<file path="src/rtl/jtopl_mmrx.sv">
// jtopl_mmrx: CPU register front end for OPL/OPL2/OPL3.
// Latches address/data writes, decodes update strobes and globals, and tracks the busy window.
module jtopl_mmrx #(
    parameter int OPL_TYPE = 1,
    parameter int BANKS    = 1,
    parameter int BUSY_A   = 12,
    parameter int BUSY_D   = 84
) (
    input  logic       clk,
    input  logic       rst,
    input  logic       cen,
    input  logic [7:0] din,
    input  logic [1:0] addr,
    input  logic       write,
    output logic       busy,
    output logic [7:0] din_copy,
    output logic       sel_bank,
    output logic [1:0] sel_group,
    output logic [2:0] sel_sub,
    output logic       up_mult,
    output logic       up_ksl_tl,
    output logic       up_ar_dr,
    output logic       up_sl_rr,
    output logic       up_wav,
    output logic       up_fnumlo,
    output logic       up_fnumhi,
    output logic       up_fbcon,
    output logic [7:0] value_A,
    output logic [7:0] value_B,
    output logic       load_A,
    output logic       load_B,
    output logic       flagen_A,
    output logic       flagen_B,
    output logic       clr_flag_A,
    output logic       clr_flag_B,
    output logic       am_dep,
    output logic       vib_dep,
    output logic       rhy_en,
    output logic [4:0] rhy_kon,
    output logic       wave_mode,
    output logic       csm_en,
    output logic       note_sel,
    output logic       new_mode,
    output logic [5:0] con4op
);
    localparam logic [6:0] LD_A = 7'(BUSY_A);
    localparam logic [6:0] LD_D = 7'(BUSY_D);
    logic [7:0] selreg;
    logic       selbank;
    logic [6:0] cnt;
    logic [3:0] ch;
    logic       awr, dwr, sl_en, op_ok, ch_ok;
    assign busy = |cnt;
    assign ch   = selreg[3:0];
    // Bank-1 slot/channel registers only exist once NEW mode is on
    always_comb begin
        awr   = write && !addr[0];
        dwr   = write && addr[0];
        sl_en = !selbank || new_mode;
        op_ok = sl_en && ((selreg >= 8'h20 && selreg < 8'hA0) || (OPL_TYPE > 1 && selreg >= 8'hE0))
                && selreg[2:0] <= 3'd5 && selreg[4:3] != 2'd3;
        ch_ok = sl_en && selreg >= 8'hA0 && selreg <= 8'hC8 && ch <= 4'd8;
    end
    always_ff @(posedge clk or posedge rst) begin
        if (rst) begin
            selreg     <= 8'd0;
            selbank    <= 1'b0;
            cnt        <= 7'd0;
            din_copy   <= 8'd0;
            sel_bank   <= 1'b0;
            sel_group  <= 2'd0;
            sel_sub    <= 3'd0;
            up_mult    <= 1'b0;
            up_ksl_tl  <= 1'b0;
            up_ar_dr   <= 1'b0;
            up_sl_rr   <= 1'b0;
            up_wav     <= 1'b0;
            up_fnumlo  <= 1'b0;
            up_fnumhi  <= 1'b0;
            up_fbcon   <= 1'b0;
            value_A    <= 8'd0;
            value_B    <= 8'd0;
            load_A     <= 1'b0;
            load_B     <= 1'b0;
            flagen_A   <= 1'b1;
            flagen_B   <= 1'b1;
            clr_flag_A <= 1'b0;
            clr_flag_B <= 1'b0;
            am_dep     <= 1'b0;
            vib_dep    <= 1'b0;
            rhy_en     <= 1'b0;
            rhy_kon    <= 5'd0;
            wave_mode  <= 1'b0;
            csm_en     <= 1'b0;
            note_sel   <= 1'b0;
            new_mode   <= 1'b0;
            con4op     <= 6'd0;
        end else begin
            if (awr) begin
                selreg  <= din;
                selbank <= BANKS == 2 ? addr[1] : 1'b0;
            end
            if (write)
                cnt <= awr ? LD_A : LD_D;
            else if (cen && busy)
                cnt <= cnt - 7'd1;
            if (cen && !write) begin
                {up_mult, up_ksl_tl, up_ar_dr, up_sl_rr} <= 4'd0;
                {up_wav, up_fnumlo, up_fnumhi, up_fbcon} <= 4'd0;
                {clr_flag_A, clr_flag_B} <= 2'd0;
            end
            if (dwr) begin
                din_copy  <= din;
                up_mult   <= op_ok && selreg[7:5] == 3'd1;
                up_ksl_tl <= op_ok && selreg[7:5] == 3'd2;
                up_ar_dr  <= op_ok && selreg[7:5] == 3'd3;
                up_sl_rr  <= op_ok && selreg[7:5] == 3'd4;
                up_wav    <= OPL_TYPE > 1 && op_ok && selreg[7:5] == 3'd7;
                up_fnumlo <= ch_ok && selreg[7:4] == 4'hA;
                up_fnumhi <= ch_ok && selreg[7:4] == 4'hB;
                up_fbcon  <= ch_ok && selreg[7:4] == 4'hC;
                if (op_ok) begin
                    sel_group <= selreg[4:3];
                    sel_sub   <= selreg[2:0];
                    sel_bank  <= selbank;
                end
                if (ch_ok) begin
                    sel_group <= ch < 4'd3 ? 2'd0 : ch < 4'd6 ? 2'd1 : 2'd2;
                    sel_sub   <= ch >= 4'd6 ? ch[2:0] - 3'd6 : ch[2:0];
                    sel_bank  <= selbank;
                end
                if (!selbank) begin
                    if (selreg == 8'h01 && OPL_TYPE > 1) wave_mode <= din[5];
                    if (selreg == 8'h02) value_A <= din;
                    if (selreg == 8'h03) value_B <= din;
                    if (selreg == 8'h04) begin
                        clr_flag_A <= din[7] | din[6];
                        clr_flag_B <= din[7] | din[5];
                        if (!din[7]) begin
                            flagen_A         <= ~din[6];
                            flagen_B         <= ~din[5];
                            {load_B, load_A} <= din[1:0];
                        end
                    end
                    if (selreg == 8'h08) {csm_en, note_sel} <= din[7:6];
                    if (selreg == 8'hBD) {am_dep, vib_dep, rhy_en, rhy_kon} <= din;
                end else begin
                    if (selreg == 8'h05) new_mode <= din[0];
                    if (selreg == 8'h04 && new_mode) con4op <= din[5:0];
                end
            end
        end
    end
endmodule

</file>
<file path="config.mk">
export PLATFORM = sky130hd
export DESIGN_NAME = jtopl_mmrx
export DESIGN_NICKNAME = d
export VERILOG_FILES = /design/src/rtl/jtopl_mmrx.sv
export SDC_FILE = /design/constraint.sdc
export NUM_CORES = 1
export LEC_CHECK = 0
export ABC_AREA = 1
export CAP_MARGIN = 20
export CELL_PAD_IN_SITES_DETAIL_PLACEMENT = 1
export CELL_PAD_IN_SITES_GLOBAL_PLACEMENT = 1
export CORE_UTILIZATION = 36
export CTS_BUF_LIST = sky130_fd_sc_hd__clkbuf_16
export DETAILED_ROUTE_END_ITERATION = 16
export HOLD_SLACK_MARGIN = 0.05
export PLACE_DENSITY_LB_ADDON = 0.1
export SETUP_SLACK_MARGIN = 0.3
export SLEW_MARGIN = 0
export SYNTH_ARGS = -nofsm -noshare
export SYNTH_HDL_FRONTEND = slang
export SYNTH_SLANG_ARGS = --single-unit
</file>
<file path="constraint.sdc">
create_clock -name clk -period 2.45 [get_ports clk]
set_input_delay 0.3675 -clock clk [delete_from_list [all_inputs] [get_ports clk]]
set_output_delay 0.3675 -clock clk [all_outputs]
set_load 0.1 [all_outputs]
</file>
=== Yosys cells after proc, flatten, opt, wreduce, memory -nomap -nowiden ===
Cells that the tools add are included.

* Word-level logic and storage cells: 112
* Output and inout port bits: 63
* Flip-flop bits (word level): 69
* Input port bits: 14

* Bitwise logic cells: 5
* Add/sub/neg operators: 2
* Muxes and demuxes: 27
* Order comparisons: 9
* Reductions and logical operators: 28
* Equal/unequal tests: 13

{| class="wikitable"
|+ Operators with widths
! cell !! count
|-
| $mux W7 || 3
|-
| $mux W1 || 17
|-
| $eq A8 B2 Y1 const B || 2
|-
| $logic_and A1 B1 Y1 || 16
|-
| $eq A4 B4 Y1 const B || 3
|-
| $reduce_and A2 Y1 || 5
|-
| $mux W3 || 3
|-
| $eq A8 B3 Y1 const B || 1
|-
| $eq A8 B4 Y1 const B || 1
|-
| $eq A8 B8 Y1 const B || 1
|-
| $ge A8 B6 Y1 const B || 1
|-
| $ge A8 B8 Y1 const B || 1
|-
| $le A8 B8 Y1 const B || 1
|-
| $lt A8 B8 Y1 const B || 1
|-
| $mux W2 || 4
|-
| $reduce_or A7 Y1 || 1
|-
| $sub A7 B1 Y7 const B || 1
|-
| $eq A3 B2 Y1 const B || 2
|-
| $reduce_bool A2 Y1 || 3
|-
| $ge A4 B3 Y1 const B || 1
|-
| $le A4 B4 Y1 const B || 1
|-
| $lt A4 B2 Y1 const B || 1
|-
| $lt A4 B3 Y1 const B || 1
|-
| $eq A3 B1 Y1 const B || 1
|-
| 8 further kinds || 12
|}

=== Logic depth before layout (Yosys ltp) ===
* Depth after elaboration: 6
* Depth in mapped cells: 10
* Mapped depth without buffers: 10

=== Worst setup path after synthesis ===
No wires, ideal clock.

* Path type: flip-flop to flip-flop
* Start point: register cnt[0]
* End point: register cnt[3]
* Data required time: 2.324 ns
* Stages on the path, launching flop included: 10
* Path slack: 0.298 ns
* Library setup time: 0.126 ns
* Data arrival time: 2.026 ns
* Path buffers: 0
* Clock period less this slack: 2.152 ns
* Cell sequence: dfrtp_1 inv_1 ha_1 nand2_1 nor2_1 nand2_1 nand2_1 nand2_1 nand2_1 o21ai_0

* Word-level cells in the longest chain between the ends: 3
* Elaborated cells on any way between the ends: 6
* Those cells by class: add/sub: 1; mux: 2; reduce/logical: 3

{| class="wikitable"
|+ RTL lines
! item !! line !! text
|-
| start: declaration || 50 || <nowiki>logic [6:0] cnt;</nowiki>
|-
| start signal: assignment || 104 || <nowiki>cnt <= awr ? LD_A : LD_D;</nowiki>
|-
| start signal: assignment || 106 || <nowiki>cnt <= cnt - 7'd1;</nowiki>
|-
| $reduce_or A7 Y1 || 53 || <nowiki>assign busy = |cnt;</nowiki>
|-
| named net busy || 15 || <nowiki>output logic busy,</nowiki>
|-
| $logic_and A1 B1 Y1 || 105 || <nowiki>else if (cen && busy)</nowiki>
|-
| $reduce_bool A2 Y1 (no source line) || n/a ||
|}

The timed path passes the listed nets, and every way through them passes these cells. The select of a mux whose other input is x is not followed.
A chain may end at the register's enable or synchronous reset.

=== Worst setup path in the final report ===
* Start point: register cnt[0]
* End point: output busy

* Word-level cells in the longest chain between the ends: 1

{| class="wikitable"
|+ RTL lines
! item !! line
|-
| $reduce_or A7 Y1 || 53
|-
| end: declaration || 15
|}

No other way between the ends.

==> results.py <==
metrics = {
    "setup_path": {
        "start_kind": "register",
        "cp_max_fo": 5,
        "r2r_start": "selreg[1]",
        "reg2reg_to": "sel_sub[1]",
        "crit_path_end": "busy",
        "ff2ff_setup_slack_ps": 580,
        "startpoint": "cnt[0]",
        "worstPathArrival_ps": 1640,
        "crit_path_end_kind": "output pin",
        "reg2reg_depth": 9,
        "worstSetupPathType": "reg2out",
        "required_ps": 2080,
    },
    "pwr": {
        "swShare": 0.4353,
        "power_frac_seq": 0.333,
        "p_sw_mw": 1.780,
        "p_comb_frac": 0.357,
        "p_int_mw": 2.309,
        "total_power_mw": 4.089,
        "power_leakage_nw": 2.033,
        "power.density_mw_per_mm2": 1023,
        "clockPowerShare": 0.310,
        "vdd_drop_max_uv": 410.4,
    },
    "clock_network": {
        "cts_made_buffers": 9,
        "post_cts_buffers": 0,
        "path_clk_slew_ps": 50,
        "tritoncts": "yes",
        "postCtsHoldBufs": 0,
        "clk_latency_ps": 330,
        "cts-root-buf": "clkbuf_16",
        "htree_levels": 3,
        "cts_sinks": 67,
        "cts_resized": 0,
        "clock_path_buffers": 2,
    },
    "routing": {
        "drtIter0Drc": 94,
        "post_drt_wl_per_cell_um": 14.78,
        "routed_wl_mm": 7.849,
        "drtPass1Iterations": 4,
        "ant_nets": 0,
        "vias": 2564,
        "via_per_inst": 4.829,
        "drc": 0,
    },
    "timing": {
        "fin_crit_sh": 0.8176,
        "finalSetupTns_ps": 0,
        "worst_slack_ps": 446.9,
        "fmax_ghz": 0.4992,
        "grt_setup_unrepaired": "false",
        "setup_viol": 0,
        "period_minus_slack_ps": 2003,
        "hold_violations": 0,
        "finClkSkew_ps": 4.295,
        "slew_violations": 0,
    },
    "synth": {
        "yosysWarnings": 1,
        "ys_ff_latch": 67,
        "synth_cell_types": 31,
        "netlist_area_mm2": 0.003100,
        "synth_seq_area_share": 0.5416,
        "syn_inst": 349,
        "synth-edff-count": 0,
        "async_reset_ff_frac": 1.000,
        "postSynthAreaPerCell_um2": 8.884,
        "synthFlopType": "dfrtp_1",
    },
    "grt": {
        "gr-total-overflow": 0,
        "grt_pass1_wl_mm": 13.27,
        "grt_pass1_vias": 2571,
        "grt_max_degree": 37,
        "track_usage": 0.1964,
        "grt_antenna_before_repair": 0,
    },
    "die": {
        "fp-row-count": 33,
        "die_h_um": 94.81,
        "ioPinCount": 77,
        "start_util": 0.3755,
        "coreArea_mm2": 0.008258,
        "die-area_mm2": 0.008988,
        "die_w_um": 94.81,
    },
    "layout": {
        "diodes": 0,
        "utilization": 0.4839,
        "mostFrequentLayoutCell": "nand2_1",
        "fin_cells": 531,
        "final_cell_mix": "nand2_1 (107), dfrtp_1 (65), buf_4 (58), o21ai_0 (33), inv_1 (28)",
        "fillers": 1011,
        "drive_gt1_frac": 0.2465,
        "areaGrowthSynthToFinish_pct": 28.89,
        "num-nets-final": 438,
    },
    "placed_design": {
        "io_buffers": 65,
        "gp_congestion": 0.8017,
        "dp_slack_ps": 419.4,
        "hpwl_mm": 5.714,
        "dp_cells": 515,
    },
    "min_path": {
        "min_path_type": "in2async",
    },
    "flow_run": {
        "maxCapViolations": 0,
    },
    "status": {
        "status": "complete, no violations",
    },
}
-- state kept, by name (all words and copies together) (netlist names), 2 cells and up --
| register | count |
|---|---|
| din_copy | 8 |
| cnt | 7 |
| value_B | 8 |
| value_A | 8 |
| rhy_kon | 5 |
| sel_group | 2 |
| selreg | 8 |
| sel_sub | 3 |
-- how the worst min path moves through the flow --
stage | startpoint | end | slack, ps | depth (start not counted)
after CTS | rst | rhy_kon[1] | 340 | 2
after global placement | sel_sub[0] | sel_sub[0] | 460 | 2
after detailed placement | sel_sub[0] | sel_sub[0] | 470 | 2
final | rst | rhy_kon[1] | 340 | 2
after global routing | rst | rhy_kon[0] | 380 | 2
after floorplan | din[6] | flagen_A | 440 | 1
-- routing by layer --
layer  vias to the layer above  part of all wire  wire (um)  global-route usage
met5                         -                 0          0                   0
met2                        55              0.48       3736              0.3159
li1                       1272                 -          -                   -
met1                      1225              0.45       3570              0.2505
met4                         0             0.016        127             0.07197
met3                        12             0.053        415             0.05636
-- critical path, cell delays in order, from the launching register on --
cell and delay (ps):
dfrtp_1 380, inv_1 110, ha_1 180, nand2_1 70
nor2_2 160, nand2_2 140, buf_4 260
-- power by group through the flow --
stage	sequential [mW]	clock [mW]	combinational (mW)
floorplan	2.16	0	0.385
global placement	1.37	0	1.45
detailed placement	1.38	0	1.47
CTS	1.36	1.30	1.47
global route	1.38	1.35	1.54
finish	1.36	1.27	1.46
-- cell families after synthesis --
| logic type | after synthesis | synth area share |
|---|---|---|
| AOI/OAI and AO/OA | 72 | 0.1344 |
| adders and majority gates | 3 | 0.01211 |
| buffers and inverters | 52 | 0.08635 |
| DFF | 67 | 0.5416 |
| other | 1 | 0.001209 |
| and+or+nand+nor | 154 | 0.2244 |
-- per-stage QoR --
step	instance area [um^2]	hold slack, ps
finish	3996	336.1
global route	3996	378.4
CTS	3994	343.4
detailed placement	3700	468.7
global placement	3700	456.2
floorplan	3137	445.0
-- cells in the mapped netlist, types with 2 or more instances --
| cell | count | area [um^2] |
|---|---|---|
| a21oi_1 | 8 | 40.04 |
| buf_2 | 3 | 15.01 |
| buf_4 | 10 | 75.07 |
| buf_6 | 4 | 45.04 |
| dfrtp_1 | 65 | 1627 |
| dfstp_2 | 2 | 52.55 |
| ha_1 | 3 | 37.54 |
| inv_1 | 29 | 108.9 |
| inv_2 | 4 | 15.01 |
| nand2_1 | 108 | 405.4 |
| nand2_2 | 3 | 18.77 |
| nand3_1 | 16 | 80.08 |
| nand3_2 | 2 | 20.02 |
| nand4_1 | 7 | 43.79 |
| nand4_4 | 2 | 42.54 |
| nor2_1 | 8 | 30.03 |
| nor2_2 | 3 | 18.77 |
| nor3_1 | 2 | 10.01 |
| nor3_2 | 2 | 20.02 |
| o21ai_0 | 33 | 165.2 |
| o21ai_1 | 17 | 85.08 |
| o21ai_2 | 8 | 70.07 |
| o21bai_1 | 2 | 15.01 |
-- final cells by class --
cell class | count | area (um^2) | share of cell area
Clock buffer | 9 | 225.2 | 0.05636
Clock inverter | 7 | 68.82 | 0.01722
Inverter | 33 | 123.9 | 0.03100
Multi-Input combinational cell | 239 | 1192 | 0.2984
Sequential cell | 67 | 1679 | 0.4202
Tap cell | 105 | 131.4 | 0.03287
Timing Repair Buffer | 71 | 575.6 | 0.1440
Power figures use the tool's default switching activity.
